`config.mk`:
```
export PLATFORM = sky130hd
export DESIGN_NAME = prim_arbiter_wrr
export DESIGN_NICKNAME = d
export VERILOG_FILES = /design/src/rtl/prim_arbiter_wrr.sv
export SDC_FILE = /design/constraint.sdc
export NUM_CORES = 1
export LEC_CHECK = 0
export CORE_AREA = 2 2 136 138
export CTS_CLUSTER_SIZE = 20
export DETAILED_ROUTE_END_ITERATION = 12
export DIE_AREA = 0 0 138 140
export GPL_ROUTABILITY_DRIVEN = 0
export PLACE_DENSITY = 0.69
export SYNTH_ARGS = -nofsm -noshare
export SYNTH_HDL_FRONTEND = slang
export SYNTH_SLANG_ARGS = --single-unit
```
`constraint.sdc`:
```
create_clock -name clk_i -period 3.6 [get_ports clk_i]
set_input_delay 0.72 -clock clk_i [delete_from_list [all_inputs] [get_ports clk_i]]
set_output_delay 0.72 -clock clk_i [all_outputs]
set_load 0.1 [all_outputs]
```
`src/rtl/prim_arbiter_wrr.sv`:
```
// prim_arbiter_wrr
//    Packet-aware weighted round-robin / fixed-priority arbiter. N requesters
//    compete for one sink. Once a multi-beat packet starts, its port keeps the
//    grant until the beat flagged by last_i is accepted. In weighted mode a
//    port may send up to weight_i[port] packets back to back before priority
//    moves on to the next higher index.
//
//    Optional build macro: PRIM_ARBITER_WRR_STARVE_EN adds per-port wait
//    counters that drive starve_o. Without it, starve_o is tied to 0.
//
// Ports
//    clk_i     clock, rising edge
//    rst_ni    asynchronous active-low reset
//    req_i     [N]      per-port request
//    data_i    [N*DW]   per-port data, port i at bits [i*DW +: DW]
//    last_i    [N]      per-port last-beat flag
//    weight_i  [N*WW]   packets per turn, port i at bits [i*WW +: WW]; 0 acts as 1
//    mode_i    0 = weighted round robin, 1 = fixed priority (lowest index)
//    gnt_o     [N]      one-hot grant, only when the beat is accepted
//    idx_o     index of the current winner (0 when nothing requests)
//    valid_o   winner request valid
//    data_o    [DW]     winner data (0 when nothing requests)
//    ready_i   sink ready
//    starve_o  some pending request has waited StarveLimit cycles or more
//
// State | meaning
// ARB   | choose a winner each cycle from mask/req_i/mode_i
// LOCK  | mid-packet, grant pinned to r_lock_idx until its last beat is accepted

module prim_arbiter_wrr #(
   parameter int N           = 8,
   parameter int DW          = 32,
   parameter int WW          = 4,
   parameter int EnDataPort  = 1,
   parameter int StarveLimit = 64
) (
   input  logic                  clk_i,
   input  logic                  rst_ni,
   input  logic [N-1:0]          req_i,
   input  logic [N*DW-1:0]       data_i,
   input  logic [N-1:0]          last_i,
   input  logic [N*WW-1:0]       weight_i,
   input  logic                  mode_i,
   output logic [N-1:0]          gnt_o,
   output logic [$clog2(N)-1:0]  idx_o,
   output logic                  valid_o,
   output logic [DW-1:0]         data_o,
   input  logic                  ready_i,
   output logic                  starve_o
);

   localparam int IW = $clog2(N);

   typedef enum logic {ARB, LOCK} state_e;

   state_e          r_state, w_state_nxt;
   logic [N-1:0]    r_mask, w_mask_nxt;
   logic [WW-1:0]   r_cnt, w_cnt_nxt;
   logic [IW-1:0]   r_owner, w_owner_nxt;
   logic [IW-1:0]   r_lock_idx, w_lock_nxt;

   logic [N-1:0]    w_masked;
   logic [IW-1:0]   w_winner;
   logic            w_valid;
   logic            w_accept;
   logic            w_last;
   logic [N-1:0]    w_ge_mask;
   logic [N-1:0]    w_gt_mask;
   logic [WW-1:0]   w_weight;
   logic [WW:0]     w_weight_eff;
   logic [WW-1:0]   w_base;
   logic [WW:0]     w_base_p1;

   function automatic logic [IW-1:0] lowest(input logic [N-1:0] v);
      logic [IW-1:0] r;
      r = '0;
      for (int i = N-1; i >= 0; i--) begin
         if (v[i]) r = IW'(i);
      end
      return r;
   endfunction

   always_comb begin
      w_masked = r_mask & req_i;
      w_winner = '0;
      w_valid  = 1'b0;
      if (r_state == LOCK) begin
         w_winner = r_lock_idx;
         w_valid  = req_i[r_lock_idx];
      end else begin
         w_valid = |req_i;
         if (mode_i || (w_masked == '0)) w_winner = lowest(req_i);
         else                            w_winner = lowest(w_masked);
      end
   end

   assign w_accept     = w_valid & ready_i;
   assign w_last       = last_i[w_winner];
   assign w_ge_mask    = {N{1'b1}} << w_winner;
   assign w_gt_mask    = {w_ge_mask[N-2:0], 1'b0};
   assign w_weight     = weight_i[int'(w_winner)*WW +: WW];
   assign w_weight_eff = (w_weight == '0) ? (WW+1)'(1) : {1'b0, w_weight};
   // A port that did not own the previous packet starts its turn fresh, so
   // this packet is the first one counted against its weight.
   assign w_base       = (w_winner == r_owner) ? r_cnt : '0;
   assign w_base_p1    = {1'b0, w_base} + (WW+1)'(1);

   always_comb begin
      w_state_nxt = r_state;
      w_mask_nxt  = r_mask;
      w_cnt_nxt   = r_cnt;
      w_owner_nxt = r_owner;
      w_lock_nxt  = r_lock_idx;

      case (r_state)
         ARB: begin
            if (w_accept && !w_last) begin
               w_state_nxt = LOCK;
               w_lock_nxt  = w_winner;
            end
         end
         LOCK: begin
            if (w_accept && w_last) w_state_nxt = ARB;
         end
         default: w_state_nxt = ARB;
      endcase

      if (mode_i) begin
         w_cnt_nxt = '0;
      end else if (w_accept && w_last) begin
         w_owner_nxt = w_winner;
         if (w_base_p1 < w_weight_eff) begin
            w_cnt_nxt  = w_base_p1[WW-1:0];
            w_mask_nxt = w_ge_mask;
         end else begin
            w_cnt_nxt  = '0;
            w_mask_nxt = w_gt_mask;
         end
      end else if ((r_state == ARB) && w_valid && !ready_i) begin
         // Stalled winner stays first so a newly arriving lower port cannot
         // overtake it before its beat is taken.
         w_mask_nxt = w_ge_mask;
      end
   end

   always_ff @(posedge clk_i or negedge rst_ni) begin
      if (!rst_ni) begin
         r_state    <= ARB;
         r_mask     <= '0;
         r_cnt      <= '0;
         r_owner    <= '0;
         r_lock_idx <= '0;
      end else begin
         r_state    <= w_state_nxt;
         r_mask     <= w_mask_nxt;
         r_cnt      <= w_cnt_nxt;
         r_owner    <= w_owner_nxt;
         r_lock_idx <= w_lock_nxt;
      end
   end

   // Grant is combinational from req_i/ready_i, so it is gated by reset
   // to keep it quiet while rst_ni is low.
   assign gnt_o   = (w_accept && rst_ni) ? (N'(1) << w_winner) : '0;
   assign valid_o = w_valid;
   assign idx_o   = (|req_i) ? w_winner : '0;

   if (EnDataPort != 0) begin : g_data
      assign data_o = (|req_i) ? data_i[int'(w_winner)*DW +: DW] : '0;
   end else begin : g_nodata
      assign data_o = '1;
   end

`ifdef PRIM_ARBITER_WRR_STARVE_EN
   logic [15:0] r_starve_cnt [N];
   logic        w_starve;

   always_ff @(posedge clk_i or negedge rst_ni) begin
      if (!rst_ni) begin
         for (int i = 0; i < N; i++) r_starve_cnt[i] <= '0;
      end else begin
         for (int i = 0; i < N; i++) begin
            if (req_i[i] && !gnt_o[i]) begin
               if (r_starve_cnt[i] != 16'hFFFF) r_starve_cnt[i] <= r_starve_cnt[i] + 16'd1;
            end else begin
               r_starve_cnt[i] <= '0;
            end
         end
      end
   end

   always_comb begin
      w_starve = 1'b0;
      for (int i = 0; i < N; i++) begin
         if (int'({16'd0, r_starve_cnt[i]}) >= StarveLimit) w_starve = 1'b1;
      end
   end

   assign starve_o = w_starve & rst_ni;
`else
   logic w_unused_starve_limit;
   assign w_unused_starve_limit = (StarveLimit != 0);
   assign starve_o = 1'b0;
`endif

endmodule

```
* Word level (Yosys, flattened, before mapping)
Cells that the tools add are included.
Operators by class: equal/unequal tests 1, add/sub/neg operators 1, reductions and logical operators 16, order comparisons 3, bitwise gates (word level) 4, mux-type cells 37, shift operators 4
Operators by type and width (count):
- $shiftx 256x9->32 | 1
- $mux 3 | 19
- $mux 32 | 1
- $mux 8 | 4
- $shiftx 32x6->4 | 1
- $mux 4 | 5
- $and 8x8->8 | 1
- $logic_not 8->1 | 1
- $lt 3x4->1 const B | 2
- $reduce_or 8->1 | 1
- $shl 1x3->8 const A | 1
- $shl 8x3->8 const A | 1
- $bmux 1 s3 | 2
- $reduce_and 2->1 | 3
- $add 4x1->5 const B | 1
- $logic_and 1x1->1 | 5
- $lt 5x4->1 | 1
- $mux 1 | 5
- $logic_not 4->1 | 1
- $reduce_bool 2->1 | 2
- $eq 3x3->1 | 1
- $logic_not 1->1 | 2
- $not 1->1 | 2
- $pmux 1 s2 | 1
- other kinds (2) | 2
Word-level totals: input port bits 308, flip-flop bits (word level) 19, logic and storage cells 71

* Depth between registers and ports, before layout
Gate-level depths: netlist (run 1).
depth after elaboration 18, depth in mapped cells 19, depth with buffers taken out 17

* Least setup slack after synthesis (run 1)
Ideal clock, no wire load.
path type input to output, start in req_i[6], end out gnt_o[4], buffers on the path 0, arrival time 5139 ps, cell stages on the path 6, slack -2259 ps, path through mux4_2 > mux2i_1 > mux2i_1 > and2_1 > nand3_1 > nor3_1
On the way: elaborated cells between the ends (all ways) 27, classes of those cells shift (1); mux (20); bitwise (2); reduce/logical (4)
RTL lines:
- from (decl) | RTL line 39 | input logic [N-1:0] req_i,
- $bmux 1 s3 | RTL line 89 | w_valid = req_i[r_lock_idx];
- $mux 1 (implied by the code) | RTL line 89
- $mux 1 (*) | RTL line 87 | if (r_state == LOCK) begin
- named net valid_o | RTL line 46 | output logic valid_o,
- $and 1x1->1 (*) | RTL line 97 | assign w_accept = w_valid & ready_i;
- $logic_and 1x1->1 (*) | RTL line 164 | assign gnt_o = (w_accept && rst_ni) ? (N'(1) << w_winner) : '0;
- $mux 8 (*) | RTL line 164
- to (decl) | RTL line 44 | output logic [N-1:0] gnt_o,
The timed path passes the listed nets; every way through them passes the cells marked *. The select of a mux whose other input is x is not followed.

* Final worst setup path (run 1)
start in req_i[4], end reg r_mask[0]
On the way: longest elaborated chain between the ends 14, elaborated cells between the ends (all ways) 38, classes of those cells add/sub (1); order compare (1); eq/ne (1); shift (2); mux (22); bitwise (2); reduce/logical (9)
RTL lines:
- $and 8x8->8 | RTL line 84 | w_masked = r_mask & req_i;
- $mux 3 (5 in a row) | RTL line 78 | if (v[i]) r = IW'(i);
- $mux 3 | RTL line 92 | if (mode_i || (w_masked == '0)) w_winner = lowest(req_i);
- $mux 3 | RTL line 87
- $shiftx 32x6->4 or $eq 3x3->1 (tied branches) | RTL line 101, 105
- $logic_not 4->1 or $mux 4 (tied branches) | RTL line 102, 105
- $mux 4 or $add 4x1->5 (tied branches) | RTL line 102, 106
- $lt 5x4->1 | RTL line 132 | if (w_base_p1 < w_weight_eff) begin
- $mux 8 | RTL line 132
- $mux 8 | RTL line 130 | end else if (w_accept && w_last) begin
- to (signal assigned) | RTL line 155 | r_mask <= w_mask_nxt;
- to (decl) | RTL line 57 | logic [N-1:0] r_mask, w_mask_nxt;
Several ways; a longest one is shown, not always the timed one. The select of a mux whose other input is x is not followed. A chain may end at the register's enable or synchronous reset.

==> qor.txt, run 1 <==
Reg2Reg Launch Point -> r_mask[7]
Initial DRC Count -> 488
Hold WC Path Type -> reg -> reg
Critical path, cell by cell -> buf_2 -> or4_4 -> a21oi_4 -> a211oi_4 -> xnor2_2 -> nand2_2 -> nor3_2 -> ha_2 -> xnor2_2 -> inv_2 -> ha_4 -> and3_4 -> o21ai_1 -> o22ai_4 -> o31ai_4 -> a31oi_4 -> o22ai_2
Area share of the largest cell type after synthesis -> 0.307
Share of layout cells above drive strength 1 -> 0.227
Slew Viols, Final -> 0
Compound-Gate Fraction of Synth Area -> 0.157
H-tree levels -> 1
Post-synth EDFFs -> 0
Clk_skew -> 0.00304 ns
Met1 wire length -> 9630 um
Routed wl met3 -> 1670 um
Ys Warns -> 0
Clock Pin Slew Worst Setup and Hold Paths -> 0.05 ns
Reg-to-reg slack, setup -> -0.21 ns
Slew margin rel. -> 0.554
Post-DRT Antenna Nets -> 0
Largest family of logic cells by synthesized area -> simple AND/OR/NAND/NOR gates
Initial antenna violation count -> 0
Tcrit/Tclk final -> 1.09
Sequential fraction of the synthesis area -> 0.111
Worst Tran Pin Value -> 0.660 ns
Syn-to-layout area delta -> 142%
Cts bufs inserted -> 3
I/O pin cnt -> 353
Commonest cells in the netlist -> 351 x nand2_1, 140 x nand3_1, 56 x clkbuf_1, 34 x o22ai_1, 27 x mux2i_1
Via count of the routed design -> 7100
Worst Hold End -> r_owner[2]
Total GRT Usage -> 0.237
RSZ-0062 raised after global routing -> yes
Core Area -> 0.0178 mm2
Die Y -> 140 um
Cell row count -> 49
Post-synthesis simple-gate area fraction -> 0.557
Fin cells -> 1404
Detailed Routing Iterations Pass 1 -> 5
Cell Area, Synth -> 0.00429 mm2
XOR/XNOR share of the synthesized area -> 0.0102
Wire per inst -> 17.7 um
Clk Latency, worst-skew pair -> 0.25 ns
Post-cts hold buffer count -> 0
Yosys reg bits -> 19
Antenna Cells -> 0
Crit Path Category -> in -> reg
CP most frequent cell -> xnor2_2
Top Layer Used -> met4
CP Launch Type -> input pin
Area occupied by registers -> 475 um2
TritonCTS clock tree -> yes
Largest net degree at the start of global routing -> 60
Number of fill cells -> 1595
Net count, final -> 1488
CP Buf/Inv Count -> 2
Minimum clock period -> 3.92 ns
Worst Setup End Kind -> flop
Final setup margin -> -0.323 ns
Hold Path Cell Cnt -> 2
GRT Residual Overflow -> 0
Mapped Cells -> 782
Routed wl met2 -> 12900 um
Status -> finished with violations
Root buffer cell -> clkbuf_16
CP top delay family -> simple AND/OR/NAND/NOR gates
R2R Path End -> r_mask[0]
CP required -> 3.72 ns
CP max stage cell -> or4_4
Failing checks -> negative setup slack
Chip width -> 138 um
First-pass GRT wire length -> 37100 um
Synthesized-area fraction occupied by adder cells -> 0.0117
Main flop type after synthesis -> dfrtp_1
CP arrival -> 4.04 ns
Via density -> 5.06
Fin. Hold Viols -> 0
Mux share of post-synthesis cell area -> 0.0840
Setup TNS -> -6.80 ns
Worst Reg-to-Reg Cells -> 17
Setup violations, final -> 44
Max clock buf depth -> 2
Syn Nets -> 1094
Die Area -> 0.0193 mm2
Vias in the first global route -> 6712
Max_cap viols -> 0
Critical Path Stages -> 17
Count leader, synth -> nand2_1
Inst Count DP -> 1369
Remaining routing DRC violations -> 0
Synthesized area per cell -> 5.48 um2
Max incr delay on CP -> 0.55 ns
Multi-input gate area -> 0.00443 mm2
Synth area leader -> nand2_1
Initial Util -> 0.241
Synth top area cells -> nand2_1 31%, nand3_1 16%, dfrtp_1 11%
Peak Freq -> 0.255 GHz
Post-synth ARST share -> 1.00
Number of distinct library cells after synthesis -> 59
I/O Buffers -> 351
Place WS -> -0.963 ns
Crit path max fanout -> 7
DP HPWL -> 18800 um
Worst hold path startpoint -> r_owner[2]
Clk sinks -> 19
Wirelength, routed -> 24800 um
-- cells by family (layout without fill, tap and decap cells) --
group | Yosys count | in the layout
mux | 33 | 33
compound gates | 94 | 94
buf+inv | 73 | 466
fa+ha+maj | 4 | 4
flops | 19 | 19
simple gates | 553 | 553
xor+xnor | 5 | 5
other cells | 1 | 1
-- sequential cells by signal, summed over array words and instances, names as in the netlist, named ones only --
register    count
r_lock_idx      3
r_owner         3
r_cnt           4
r_mask          8
-- worst register-to-register path, stage by stage, from the launching register on --
cell       delay, ns
dfrtp_1         0.43
a22oi_2         0.33
a41oi_2         0.21
nand4bb_4       0.24
and2_4          0.19
xnor2_4         0.17
nand2_2         0.11
nor3_2          0.22
ha_2            0.24
xnor2_2         0.15
inv_2           0.09
ha_4            0.28
and3_4          0.20
o21ai_1         0.12
o22ai_4         0.16
o31ai_4         0.13
a31oi_4         0.29
o22ai_2         0.09
-- worst max-delay path by stage --
stage | start | endpoint | slack, ns
2_1_floorplan | req_i[3] | r_cnt[0] | -0.17
3_3_place_gp | req_i[5] | r_cnt[0] | -0.86
3_5_place_dp | req_i[5] | r_cnt[0] | -0.96
4_1_cts | req_i[3] | r_cnt[1] | -0.12
5_1_grt | req_i[4] | r_mask[0] | -0.49
6_report | req_i[4] | r_mask[0] | -0.32
-- routing by layer --
| metal | global-route usage | vias up |
|---|---|---|
| met5 | 0 | - |
| met4 | 0.0585 | 0 |
| met3 | 0.0421 | 46 |
| met2 | 0.431 | 307 |
| met1 | 0.288 | 3259 |
| li1 | - | 3488 |
-- cell type report --
| class | instances | area share |
|---|---|---|
| clock buffer | 3 | 0.00724 |
| clock inverter | 1 | 0.000483 |
| inverter | 7 | 0.00290 |
| multi-input combinational | 690 | 0.427 |
| sequential | 19 | 0.0459 |
| tap | 229 | 0.0277 |
| timing repair buffer | 455 | 0.489 |
-- metrics by stage --
step / cell area [um2] / hold WS [ns] / utilization
floorplan: 5100 / 0.424 / -
global placement: 9610 / 0.524 / 0.540
detailed placement: 9610 / 0.542 / 0.540
CTS: 10100 / 0.580 / 0.568
global route: 10400 / 0.609 / 0.583
finish: 10400 / 0.595 / 0.583
-- repair_timing --
item	4_1_cts	5_1_grt
gates cloned	3	4
pin swaps	32	21
setup buffers	16	9
hold endpoints to repair	0	0
resized for setup	84	26
endpoints found under the setup margin	61	46
-- placed cells by master (no fill, tap or decap), types with 3 or more instances in the layout --
cell and instances:
nand2_1 348, clkdlybuf4s50_1 298, nand3_1 137, buf_4 71, buf_12 53, o22ai_4 33
mux2i_1 25, dfrtp_1 19, buf_6 15, nor2_1 8, nor3_1 8, nor3_4 8
a21oi_1 7, clkbuf_16 6, o21ai_0 5, inv_1 5, buf_8 5, a22oi_2 4
a21o_1 4, mux2_2 4, nand3_4 4, nand2b_1 4, nor4_1 4, o32ai_2 4
buf_16 4, buf_2 4, nor2b_1 3, a22o_1 3, nor2_2 3, a31oi_1 3
a21oi_2 3, o21ai_1 3
Power of run 1 is left out: the tool's default activity adds up to more than one toggle a clock period on the data nets, which glitch-free logic cannot reach.
==> run 2, diff against run 1 <==
--- a/config.mk
+++ b/config.mk
@@ -11,6 +11,7 @@
 export DIE_AREA = 0 0 138 140
 export GPL_ROUTABILITY_DRIVEN = 0
 export PLACE_DENSITY = 0.69
+export RECOVER_POWER = 50
 export SYNTH_ARGS = -nofsm -noshare
 export SYNTH_HDL_FRONTEND = slang
 export SYNTH_SLANG_ARGS = --single-unit
==> qor.txt, run 2 (synthesized netlist as in run 1, its figures left out) <==
First-pass GRT wire length -> 37100 um
CP max stage cell -> or4_4
Status -> finished with violations
Syn-to-layout area delta -> 142%
Slew Viols, Final -> 0
Slew margin rel. -> 0.451
CP required -> 3.71 ns
Place WS -> -0.963 ns
H-tree levels -> 1
Clk sinks -> 19
Fin cells -> 1404
Max incr delay on CP -> 0.55 ns
Commonest cells after routing, fill and taps aside -> 348 x nand2_1, 297 x clkdlybuf4s50_1, 137 x nand3_1
Wirelength, routed -> 24800 um
Chip width -> 138 um
DP HPWL -> 18800 um
Peak Freq -> 0.255 GHz
Clk Latency, worst-skew pair -> 0.25 ns
Final hold slack -> 0.595 ns
Setup violations, final -> 44
CP Launch Type -> input pin
Max clock buf depth -> 2
I/O Buffers -> 351
Vias in the first global route -> 6712
Core Area -> 0.0178 mm2
Tcrit/Tclk final -> 1.09
Inst Count DP -> 1369
Commonest non-fill, non-tap cell in the layout -> nand2_1
Fin. Hold Viols -> 0
Failing checks -> negative setup slack
Initial antenna violation count -> 0
Initial Util -> 0.241
Worst Setup End Kind -> flop
Via density -> 5.07
Via count of the routed design -> 7121
Max_cap viols -> 0
GRT Residual Overflow -> 0
Cell row count -> 49
Initial DRC Count -> 489
I/O pin cnt -> 353
Number of fill cells -> 1597
Largest Register -> r_mask
Largest net degree at the start of global routing -> 60
CP most frequent cell -> xnor2_2
Net count, final -> 1488
Die Y -> 140 um
Biggest regs -> r_mask: 8 flops, r_cnt: 4 flops
Max reg flops -> 8
Worst Tran Pin Value -> 0.824 ns
Wire per inst -> 17.7 um
Clock Pin Slew Worst Setup and Hold Paths -> 0.05 ns
Minimum clock period -> 3.92 ns
Post-DRT Antenna Nets -> 0
Critical path, cell by cell -> buf_2 -> or4_4 -> a21oi_4 -> a211oi_4 -> xnor2_2 -> nand2_2 -> nor3_2 -> ha_2 -> xnor2_2 -> inv_2 -> ha_4 -> and3_4 -> o21ai_1 -> o22ai_4 -> o31ai_4 -> a31oi_4 -> o22ai_2
CP arrival -> 4.04 ns
Cts bufs inserted -> 3
TritonCTS clock tree -> yes
Total GRT Usage -> 0.237
Multi-input gate area -> 0.00443 mm2
Post-cts hold buffer count -> 0
Area occupied by registers -> 475 um2
Antenna Cells -> 0
Hold WC Path Type -> reg -> reg
Crit Path Category -> in -> reg
RSZ-0062 raised after global routing -> yes
Remaining routing DRC violations -> 0
Clk_skew -> 0.00302 ns
Crit path max fanout -> 7
Final setup margin -> -0.321 ns
Share of layout cells above drive strength 1 -> 0.226
Die Area -> 0.0193 mm2
Detailed Routing Iterations Pass 1 -> 5
Setup TNS -> -6.72 ns
Root buffer cell -> clkbuf_16
-- run 2: what timing repair did --
item	in CTS	in global routing
buffers inserted	16	9
hold endpoints to repair	0	0
pin swaps	32	21
endpoints found under the setup margin	61	46
cloned	3	4
resized for setup	84	26
-- run 2: routing by layer --
| layer | track usage | vias up | routed length [um] |
|---|---|---|---|
| met5 | 0 | - | 0 |
| met4 | 0.0585 | 0 | 622 |
| met3 | 0.0421 | 46 | 1740 |
| met2 | 0.431 | 318 | 12900 |
| met1 | 0.288 | 3271 | 9560 |
| li1 | - | 3486 | - |
-- run 2: worst paths after layout --
path,from,to,slack [ns],depth (start not counted)
max reg2reg,r_mask[7],r_mask[0],-0.21,17
min reg2reg,r_owner[2],r_owner[2],0.60,2
max,req_i[4],r_mask[0],-0.32,17
max in group asynchronous,rst_ni,r_cnt[0],1.66,2
min in group asynchronous,rst_ni,r_lock_idx[0],0.85,1
min,r_owner[2],r_owner[2],0.60,2
-- run 2: area by class of cell --
cell class | count | area share
clock inverters | 1 | 0.000483
clock buffers | 3 | 0.00725
multi-input cells | 690 | 0.427
inverters | 7 | 0.00290
well taps | 229 | 0.0277
repair buffers | 455 | 0.488
flip-flops and latches | 19 | 0.0459
-- run 2: critical path, delay by kind of cell --
| family | cells | cell delay, ns |
|---|---|---|
| AO/OA/AOI/OAI | 7 | 1.09 |
| buffers and inverters | 2 | 0.24 |
| AND/OR/NAND/NOR | 4 | 1.10 |
| adder cells (fa/ha/maj) | 2 | 0.52 |
| XOR/XNOR | 2 | 0.36 |
-- run 2: stage by stage --
stage,cell area [um2],utilization
2_1_floorplan,5100,-
3_3_place_gp,9610,0.540
3_5_place_dp,9610,0.540
4_1_cts,10100,0.568
5_1_grt,10400,0.583
6_report,10400,0.583
Power of run 2 is left out for the same reason.
